$ cat src/rtl/send_sched_pkg.sv
// send_sched_pkg
// Shared widths and state encoding for the send packet scheduler.
//   ADDR_W        : width of the start RAM address buses
//   STAT_W        : width of the per-channel send statistics counters
//   sched_state_t : scheduler FSM state (IDLE, RUN)
package send_sched_pkg;

    localparam int unsigned ADDR_W = 25;
    localparam int unsigned STAT_W = 16;

    typedef enum logic [0:0] {
        IDLE = 1'b0,
        RUN  = 1'b1
    } sched_state_t;

endpackage

$ cat src/rtl/send_pulse_gen.sv
// send_pulse_gen
// One transmit channel: a fixed-length cmd_send pulse, its start address register
// and an optional count of pulses issued.
// Build option: SEND_SCHED_STATS_EN builds send_count; otherwise it is tied to 0.
// Ports:
//   clk_50_pll     in  : clock
//   main_reset     in  : asynchronous active-high reset
//   fire           in  : start a pulse on this edge
//   abort          in  : kill any pulse in flight (wins over fire)
//   cmd_send       out : registered send command
//   start_ram_addr out : address, loaded with ADDR on the pulse's rising edge
//   send_count     out : pulses issued, wraps at 16'hFFFF
module send_pulse_gen
    import send_sched_pkg::*;
#(
    parameter int unsigned        PULSE_LEN = 3,
    parameter logic [ADDR_W-1:0]  ADDR      = 25'd1
) (
    input  logic              clk_50_pll,
    input  logic              main_reset,
    input  logic              fire,
    input  logic              abort,
    output logic              cmd_send,
    output logic [ADDR_W-1:0] start_ram_addr,
    output logic [STAT_W-1:0] send_count
);

    // Remaining high cycles after the current one.
    localparam logic [3:0] LEN_LOAD = 4'(PULSE_LEN - 1);

    logic              cmd_q;
    logic [3:0]        len_q;
    logic [ADDR_W-1:0] addr_q;

    always_ff @(posedge clk_50_pll or posedge main_reset) begin
        if (main_reset) begin
            cmd_q  <= 1'b0;
            len_q  <= 4'd0;
            addr_q <= '0;
        end else if (abort) begin
            // Truncate the pulse; the address register keeps its value.
            cmd_q <= 1'b0;
            len_q <= 4'd0;
        end else if (fire) begin
            cmd_q  <= 1'b1;
            len_q  <= LEN_LOAD;
            addr_q <= ADDR;
        end else if (cmd_q) begin
            if (len_q == 4'd0) begin
                cmd_q <= 1'b0;
            end else begin
                len_q <= len_q - 4'd1;
            end
        end
    end

    assign cmd_send       = cmd_q;
    assign start_ram_addr = addr_q;

`ifdef SEND_SCHED_STATS_EN
    logic [STAT_W-1:0] count_q;

    always_ff @(posedge clk_50_pll or posedge main_reset) begin
        if (main_reset) begin
            count_q <= '0;
        end else if (fire && !abort) begin
            count_q <= count_q + 1'b1;
        end
    end

    assign send_count = count_q;
`else
    assign send_count = '0;
`endif

endmodule

$ cat src/rtl/send_packet_scheduler.sv
// send_packet_scheduler
// Periodic transmit-command scheduler for the two send_packet channels. Once the
// link is usable it runs a frame counter and fires channel 1 at PERIOD_1 and
// channel 2 at PERIOD_2; the frame wraps after PERIOD_2 + WRAP_GAP cycles.
// Build option: SEND_SCHED_STATS_EN enables send_count_1/2 (otherwise tied to 0).
// Ports:
//   clk_50_pll         in  : clock
//   main_reset         in  : asynchronous active-high reset
//   mac_inited         in  : MAC configuration complete
//   rx_ready           in  : PHY receive path ready
//   enable             in  : software run enable
//   cmd_send_1/2       out : per-channel send command pulses
//   start_ram_addr_1/2 out : per-channel start address
//   active             out : scheduler is in RUN
//   send_count_1/2     out : per-channel pulses issued
module send_packet_scheduler
    import send_sched_pkg::*;
#(
    parameter logic [31:0]        PERIOD_1  = 32'h000000FF,
    parameter logic [31:0]        PERIOD_2  = 32'h000001FF,
    parameter int unsigned        PULSE_LEN = 3,
    parameter int unsigned        WRAP_GAP  = 10,
    parameter logic [ADDR_W-1:0]  ADDR_1    = 25'd1,
    parameter logic [ADDR_W-1:0]  ADDR_2    = 25'd5
) (
    input  logic              clk_50_pll,
    input  logic              main_reset,
    input  logic              mac_inited,
    input  logic              rx_ready,
    input  logic              enable,
    output logic              cmd_send_1,
    output logic [ADDR_W-1:0] start_ram_addr_1,
    output logic              cmd_send_2,
    output logic [ADDR_W-1:0] start_ram_addr_2,
    output logic              active,
    output logic [STAT_W-1:0] send_count_1,
    output logic [STAT_W-1:0] send_count_2
);

    localparam logic [31:0] WRAP_AT = PERIOD_2 + WRAP_GAP;

    if (PULSE_LEN < 1 || PULSE_LEN > 15) begin : gen_bad_pulse_len
        $error("send_packet_scheduler: PULSE_LEN must be in 1..15");
    end
    if (PERIOD_1 == 32'd0) begin : gen_bad_period_1
        $error("send_packet_scheduler: PERIOD_1 must be >= 1");
    end
    if (PERIOD_2 <= PERIOD_1 + PULSE_LEN) begin : gen_bad_period_2
        $error("send_packet_scheduler: PERIOD_2 must exceed PERIOD_1 + PULSE_LEN");
    end
    if (WRAP_GAP <= PULSE_LEN) begin : gen_bad_wrap_gap
        $error("send_packet_scheduler: WRAP_GAP must exceed PULSE_LEN");
    end

    sched_state_t state_q;
    logic [31:0]  cnt_q;
    logic [31:0]  cnt_inc;
    logic [31:0]  cnt_d;
    logic         link_ok;
    logic         fire_1;
    logic         fire_2;

    assign link_ok = mac_inited & rx_ready & enable;

    // cnt_q is 0 in IDLE, so cnt_d is 1 there and the same compare covers the
    // IDLE->RUN edge.
    always_comb begin
        cnt_inc = cnt_q + 32'd1;
        cnt_d   = (cnt_inc == WRAP_AT) ? 32'd0 : cnt_inc;
    end

    assign fire_1 = link_ok && (cnt_d == PERIOD_1);
    assign fire_2 = link_ok && (cnt_d == PERIOD_2);

    always_ff @(posedge clk_50_pll or posedge main_reset) begin
        if (main_reset) begin
            state_q <= IDLE;
            cnt_q   <= 32'd0;
        end else if (!link_ok) begin
            state_q <= IDLE;
            cnt_q   <= 32'd0;
        end else begin
            state_q <= RUN;
            cnt_q   <= cnt_d;
        end
    end

    assign active = (state_q == RUN);

    send_pulse_gen #(
        .PULSE_LEN (PULSE_LEN),
        .ADDR      (ADDR_1)
    ) u_chan_1 (
        .clk_50_pll     (clk_50_pll),
        .main_reset     (main_reset),
        .fire           (fire_1),
        .abort          (!link_ok),
        .cmd_send       (cmd_send_1),
        .start_ram_addr (start_ram_addr_1),
        .send_count     (send_count_1)
    );

    send_pulse_gen #(
        .PULSE_LEN (PULSE_LEN),
        .ADDR      (ADDR_2)
    ) u_chan_2 (
        .clk_50_pll     (clk_50_pll),
        .main_reset     (main_reset),
        .fire           (fire_2),
        .abort          (!link_ok),
        .cmd_send       (cmd_send_2),
        .start_ram_addr (start_ram_addr_2),
        .send_count     (send_count_2)
    );

endmodule

$ cat config.mk
export PLATFORM = sky130hd
export DESIGN_NAME = send_packet_scheduler
export DESIGN_NICKNAME = d
export VERILOG_FILES = /design/src/rtl/send_sched_pkg.sv /design/src/rtl/send_pulse_gen.sv /design/src/rtl/send_packet_scheduler.sv
export SDC_FILE = /design/constraint.sdc
export NUM_CORES = 1
export LEC_CHECK = 0
export ABC_AREA = 1
export CORE_MARGIN = 2
export CORE_UTILIZATION = 45
export CTS_CLUSTER_SIZE = 28
export DETAILED_ROUTE_END_ITERATION = 7
export GPL_ROUTABILITY_DRIVEN = 0
export PLACE_DENSITY = 0.82
export SKIP_LAST_GASP = 1
export SLEW_MARGIN = 15
export SYNTH_ARGS = -nofsm -noshare
export SYNTH_HDL_FRONTEND = slang
export SYNTH_SLANG_ARGS = --single-unit
$ cat constraint.sdc
create_clock -name clk_50_pll -period 2 [get_ports clk_50_pll]
set_input_delay 0.5 -clock clk_50_pll [delete_from_list [all_inputs] [get_ports clk_50_pll]]
set_output_delay 0.5 -clock clk_50_pll [all_outputs]
set_load 0.02 [all_outputs]
==> results.toml, run 1 <==
[worst_setup_path]
start_kind = "flop"
worstReg2RegStart = "cnt_q[1]"
cp.arrival_ns = 2.43
r2r_end = "cnt_q[1]"
reg2reg_slack_ns = -0.22
path_class = "reg -> reg"
crit_fanout = 6
reg2reg_depth = 14
cp.required_ns = 2.21
crit_end = "cnt_q[1]"
worstSetupEndpointType = "flop"
crit_path_start = "cnt_q[1]"

[drt]
remaining_drc_errors = 0
vias = 3042
firstDrtPassIters = 4
viasPerCell = 4.64
wl_per_cell_um = 11.8
routed_wl_um = 7760
ant_nets = 0
drtIter0Drc = 228

[cts]
path_clk_slew_ns = 0.09
cts_tree = "yes"
clockRootBuffer = "clkbuf_8"
cts_sinks = 45
htreeDepth = 2
hold_buffers = 0
cts.path.max_buffers = 2
insertion_delay_ns = 0.31
cts_made_buffers = 5

[placement]
io_buffers = 10
dp_hpwl_um = 6130
place_area_um2 = 3650

[floorplan]
rows = 31
die_x_um = 91.7
die_area_um2 = 8420
design.core.area_um2 = 7370
io_pins = 90
initial_utilization_pct = 47.0
die_y_um = 91.7

[power]
p_per_area_nw_per_um2 = 443
peakVddDrop_v = 0.000310
p_leak_nw = 1.90

[cells_and_area]
syn_to_final_growth_pct = 12.5
n_fill_cell = 721
antennaDiodeCount = 0
final_layout_size_suffix_gt1_share_pct = 17.4
multi_input_area_um2 = 1920
final_area_um2 = 3900
regArea_um2 = 1130
nets = 567

[logic_synthesis]
yosys_warnings = 0
synth_area_um2 = 3460
synth_cell_types = 27
postSynthCellCount = 497
seq_area_frac_synth_pct = 32.5
synth_seq_cells = 45
synth_area_per_cell_um2 = 6.97

[sta]
setup_ws_ns = -0.220
max_slew_margin_pct = 59.6
hold_viol = 0
tightest_slew_ns = 0.602
setup-violations-final = 16
max_freq_ghz = 0.450
slew_viol_final = 0
rsz0062_at_grt = "true"
finClkSkew_ns = 0.0122
finalCriticalPeriod_ns = 2.22
finalCritPeriodShare_pct = 111
hold_slack_ns = 0.483

[global_route]
grt_pass1_wl_um = 13100
grt_antenna_before_repair = 0
grt_overflow = 0
grt_max_degree = 20
grt_pass1_vias = 2904
grt_usage_pct = 19.0

[status]
status = "finished with violations"
violations = "negative setup slack"

[job]
max_cap_viol_count = 0

[min_path]
hold_path.class = "in -> async"
## worst min-delay path by stage
stage,slack [ns],cells after the start,start,endpoint
after floorplan,0.47,2,u_chan_2.len_q[1],u_chan_2.len_q[1]
after global placement,0.47,1,u_chan_1.start_ram_addr[0],u_chan_1.start_ram_addr[0]
after detailed placement,0.46,1,u_chan_1.start_ram_addr[0],u_chan_1.start_ram_addr[0]
after CTS,0.49,2,main_reset,cnt_q[26]
after global routing,0.51,1,u_chan_1.start_ram_addr[0],u_chan_1.start_ram_addr[0]
final,0.48,2,main_reset,cnt_q[26]
## sequential cells by signal (all words and copies together) (netlist names)
register,count
active,1
cnt_q,32
u_chan_1.cmd_send,1
u_chan_1.len_q,4
u_chan_1.start_ram_addr,1
u_chan_2.cmd_send,1
u_chan_2.len_q,4
u_chan_2.start_ram_addr,1
## worst max-delay path, cell delays in order, from the launching register on
cell     delay [ns]
dfrtp_1        0.42
ha_4           0.18
nand2_4        0.06
nor2_4         0.18
nand2_2        0.11
nor2_4         0.19
nand2_1        0.07
nand2_1        0.08
nand2_1        0.05
nor2_1         0.10
nand2_1        0.09
nor2_4         0.23
nand4_1        0.20
nand3_1        0.12
inv_1          0.05
## kinds of logic after synthesis
group / count (synthesis) / synth area share, %
buf+inv: 129 / 22.6
xor+xnor: 6 / 1.52
simple gates: 281 / 36.7
flops: 45 / 32.5
fa+ha+maj: 6 / 2.17
other cells: 1 / 0.108
compound gates: 29 / 4.33
## cell usage after synthesis
| cell type | instances | area [um2] |
|---|---|---|
| xnor2_1 | 1 | 8.76 |
| clkinv_1 | 1 | 3.75 |
| ha_1 | 6 | 75.1 |
| nand3b_1 | 12 | 90.1 |
| conb_1 | 1 | 3.75 |
| nor2_1 | 71 | 267 |
| nand3_2 | 2 | 20.0 |
| o21ai_1 | 4 | 20.0 |
| nor3_1 | 4 | 20.0 |
| o21ai_0 | 1 | 5.00 |
| nand2_2 | 3 | 18.8 |
| nand4_1 | 9 | 56.3 |
| nor3_2 | 1 | 10.0 |
| a21oi_1 | 22 | 110 |
| nor2_4 | 7 | 78.8 |
| inv_1 | 41 | 154 |
| xor2_1 | 5 | 43.8 |
| dfrtp_1 | 45 | 1130 |
| clkbuf_1 | 3 | 11.3 |
| and2_1 | 1 | 6.26 |
| nand3_4 | 2 | 35.0 |
| nand3_1 | 15 | 75.1 |
| inv_2 | 4 | 15.0 |
| nor2_2 | 7 | 43.8 |
| o21bai_1 | 2 | 15.0 |
| buf_4 | 80 | 601 |
| nand2_1 | 147 | 552 |
## per-stage QoR
step	total power [mW]	TNS (ns)	cells	utilization [%]	setup WS (ns)
2_1_floorplan	1.22	0	575	-	0.0519
3_3_place_gp	1.14	-1.09	638	49.5	-0.117
3_5_place_dp	1.14	-2.48	638	49.5	-0.212
4_1_cts	1.73	-1.85	650	51.9	-0.174
5_1_grt	1.79	-5.23	656	52.9	-0.380
6_report	1.73	-2.65	656	52.9	-0.220
## final cells by class
class                   instances  area share (%)
multi-input cells             401            49.3
flip-flops and latches         45            28.9
repair buffers                 57            11.7
inverters                      46            4.43
well taps                      99            3.18
clock buffers                   5            1.77
clock inverters                 3           0.642
## layout by cell type (no fill, tap or decap), types with 3 or more instances in the layout
cell and n:
nand4_1 9, nand2_2 6, dfrtp_1 44, a21oi_1 22
inv_1 40, nand3_1 13, nand2_1 142, nor2_2 11
nor2_1 66, clkdlybuf4s50_1 10, conb_1 79, ha_1 5
xor2_1 5, nor3_1 4, nand3b_1 12, inv_2 4
clkbuf_8 5, nor2_4 8, nand3_2 4, o21ai_1 3
buf_4 46
## per-layer routing
layer | track usage [%] | vias up | wire length (um)
met2 | 33.3 | 103 | 3860
met4 | 6.34 | 0 | 174
met3 | 3.29 | 22 | 472
met1 | 23.6 | 1413 | 3260
li1 | - | 1504 | -
met5 | 0 | - | 0
## repair_timing
action | in CTS | in global routing
buffers inserted | 4 | 6
hold endpoints to repair | 0 | 0
gates resized for setup | 14 | 9
pin swaps | 14 | 3
endpoints found under the setup margin | 16 | 16
gates cloned | 0 | 0
## power by group
group	switching, mW	total, mW	leakage [nW]	internal [mW]
logic	0.181	0.209	1.23	0.0281
registers	0.00369	0.918	0.624	0.914
clock network	0.348	0.600	0.0447	0.253
total	0.532	1.73	1.90	1.19
Power figures use the tool's default switching activity.
==> inputs of run 2 (changes only) <==
CORE_MARGIN = 5   (was 2)
==> run 2 against run 1 <==
Net effect:
- non-clock buffer count grew 13
- largest power group unchanged
- design area is 5.6% higher
- combinational power is 4% higher
- routed wire length up 19%
- clock-buffer cell count unchanged
- sequential share of layout area decreased by 1.6 points
- the run still ends with negative setup slack left
- critical path type unchanged
- critical path depth rose by 4
- fmax decreased by 9.9%
- sequential cell count unchanged
- cell count increased by 2.4%
==> results.toml, run 2 (synthesis results as in run 1) <==
[sta]
hold_viol = 0
max_freq_ghz = 0.406
rsz0062_at_grt = "true"
finalSetupTns_ns = -5.79
finClkSkew_ns = 0.0131
hold_slack_ns = 0.496
slew_viol_final = 0
finalCriticalPeriod_ns = 2.46
setup_ws_ns = -0.464
setup-violations-final = 17
finalCritPeriodShare_pct = 123

[cells_and_area]
top_regs = "cnt_q: 32 flops, u_chan_1.len_q: 4 flops, u_chan_2.len_q: 4 flops"
layout_commonest_cell = "nand2_1"
syn_to_final_growth_pct = 18.7
n_fill_cell = 660
nets = 580
layoutNonFillerInstCount = 672
regMostFlops = "cnt_q"
multi_input_area_um2 = 1990
regArea_um2 = 1130
final_util_pct = 54.1
final_cell_mix = "nand2_1 (137), conb_1 (79), nor2_1 (67)"
antennaDiodeCount = 0
largest_register_ffs = 32
final_area_um2 = 4110
final_layout_size_suffix_gt1_share_pct = 20.9

[cts]
clockRootBuffer = "clkbuf_8"
cts_sinks = 45
hold_buffers = 0
htreeDepth = 2
cts.path.max_buffers = 2
path_clk_slew_ns = 0.09
insertion_delay_ns = 0.32
cts_made_buffers = 5
cts_tree = "yes"

[worst_setup_path]
path_class = "reg -> reg"
worstReg2RegStart = "cnt_q[1]"
start_kind = "flop"
crit_fanout = 5
cp.arrival_ns = 2.67
cp.required_ns = 2.21
worstSetupEndpointType = "flop"
crit_path_start = "cnt_q[1]"

[floorplan]
io_pins = 90
die_area_um2 = 9550
initial_utilization_pct = 45.5
die_y_um = 97.7
design.core.area_um2 = 7610
rows = 32
die_x_um = 97.7

[global_route]
grt_overflow = 0
grt_max_degree = 46
grt_pass1_wl_um = 14100
grt_usage_pct = 17.9
grt_antenna_before_repair = 0
grt_pass1_vias = 3180

[power]
p_per_area_nw_per_um2 = 459
p_comb_share_pct = 11.5
switching_share_pct = 29.7
fin_total_pwr_mw = 1.89
p_switching_mw = 0.561
power_frac_seq_pct = 48.6
p_clk_share_pct = 39.9
p_leak_nw = 1.99
internal_power_mw = 1.33
peakVddDrop_v = 0.000394

[min_path]
hold_path.class = "reg -> reg"
hp-start = "u_chan_1.start_ram_addr[0]"

[drt]
viasPerCell = 5.00
firstDrtPassIters = 5
ant_nets = 0
vias = 3357
routed_wl_um = 9230
drtIter0Drc = 225
wl_per_cell_um = 13.7
remaining_drc_errors = 0

[status]
status = "finished with violations"
violations = "negative setup slack"

[job]
max_cap_viol_count = 0

[placement]
placedCellCount = 639
place_area_um2 = 3650
post-place-ws_ns = -0.233
dp_hpwl_um = 6110
io_buffers = 10
## run 2: cell types whose count changed in the layout (fill, tap and decap cells not counted), sizes merged
cell / change
buf: +13
bufinv: +1
clkinvlp: -1
## run 2: path summary, 6_finish.rpt
kind | to | slack (ns) | cells past startpoint
max | u_chan_2.len_q[1] | -0.46 | 18
min in group asynchronous | cnt_q[29] | 0.51 | 3
max reg2reg | u_chan_2.len_q[1] | -0.46 | 18
max in group asynchronous | cnt_q[8] | 1.27 | 3
min | u_chan_1.start_ram_addr[0] | 0.50 | 1
min reg2reg | u_chan_1.start_ram_addr[0] | 0.50 | 1
## run 2: layer usage
metal / GRT usage [%] / up-vias / wire (um)
met3: 4.50 / 47 / 837
met2: 30.8 / 204 / 4640
met5: 0 / - / 0
met4: 11.7 / 0 / 490
li1: - / 1524 / -
met1: 19.5 / 1582 / 3260
## run 2: final cells by class
type | count | area share [%]
tap | 102 | 3.10
clock inverter | 3 | 1.22
multi-input combinational | 401 | 48.3
timing repair buffer | 70 | 14.1
inverter | 46 | 4.26
sequential | 45 | 27.4
clock buffer | 5 | 1.67
## run 2: what timing repair did
item | in CTS | in global routing
pin swaps | 15 | 19
resized for setup | 21 | 21
endpoints found under the setup margin | 16 | 17
gates cloned | 0 | 0
setup buffers | 20 | 5
## run 2: worst max-delay path, stage by stage, from the launching register on
cell and delay, ns:
dfrtp_1 0.43, buf_6 0.13, nand2_1 0.08, nor2_4 0.21, buf_6 0.14, nand3_4 0.11, inv_4 0.10, nand2_2 0.06
nand2_2 0.07, nand2_1 0.06, nor2_1 0.13, nand2_1 0.13, nor2_4 0.18, buf_6 0.12, nand3_4 0.11, nand2_4 0.11
inv_2 0.05, nand2_1 0.06, nand2_1 0.06
## run 2: power by group through the flow
stage / clock network, mW / registers, mW / logic [mW]
floorplan: 0 / 0.939 / 0.284
global placement: 0 / 0.935 / 0.205
detailed placement: 0 / 0.936 / 0.207
CTS: 0.764 / 0.918 / 0.209
global route: 0.799 / 0.919 / 0.233
finish: 0.754 / 0.918 / 0.218
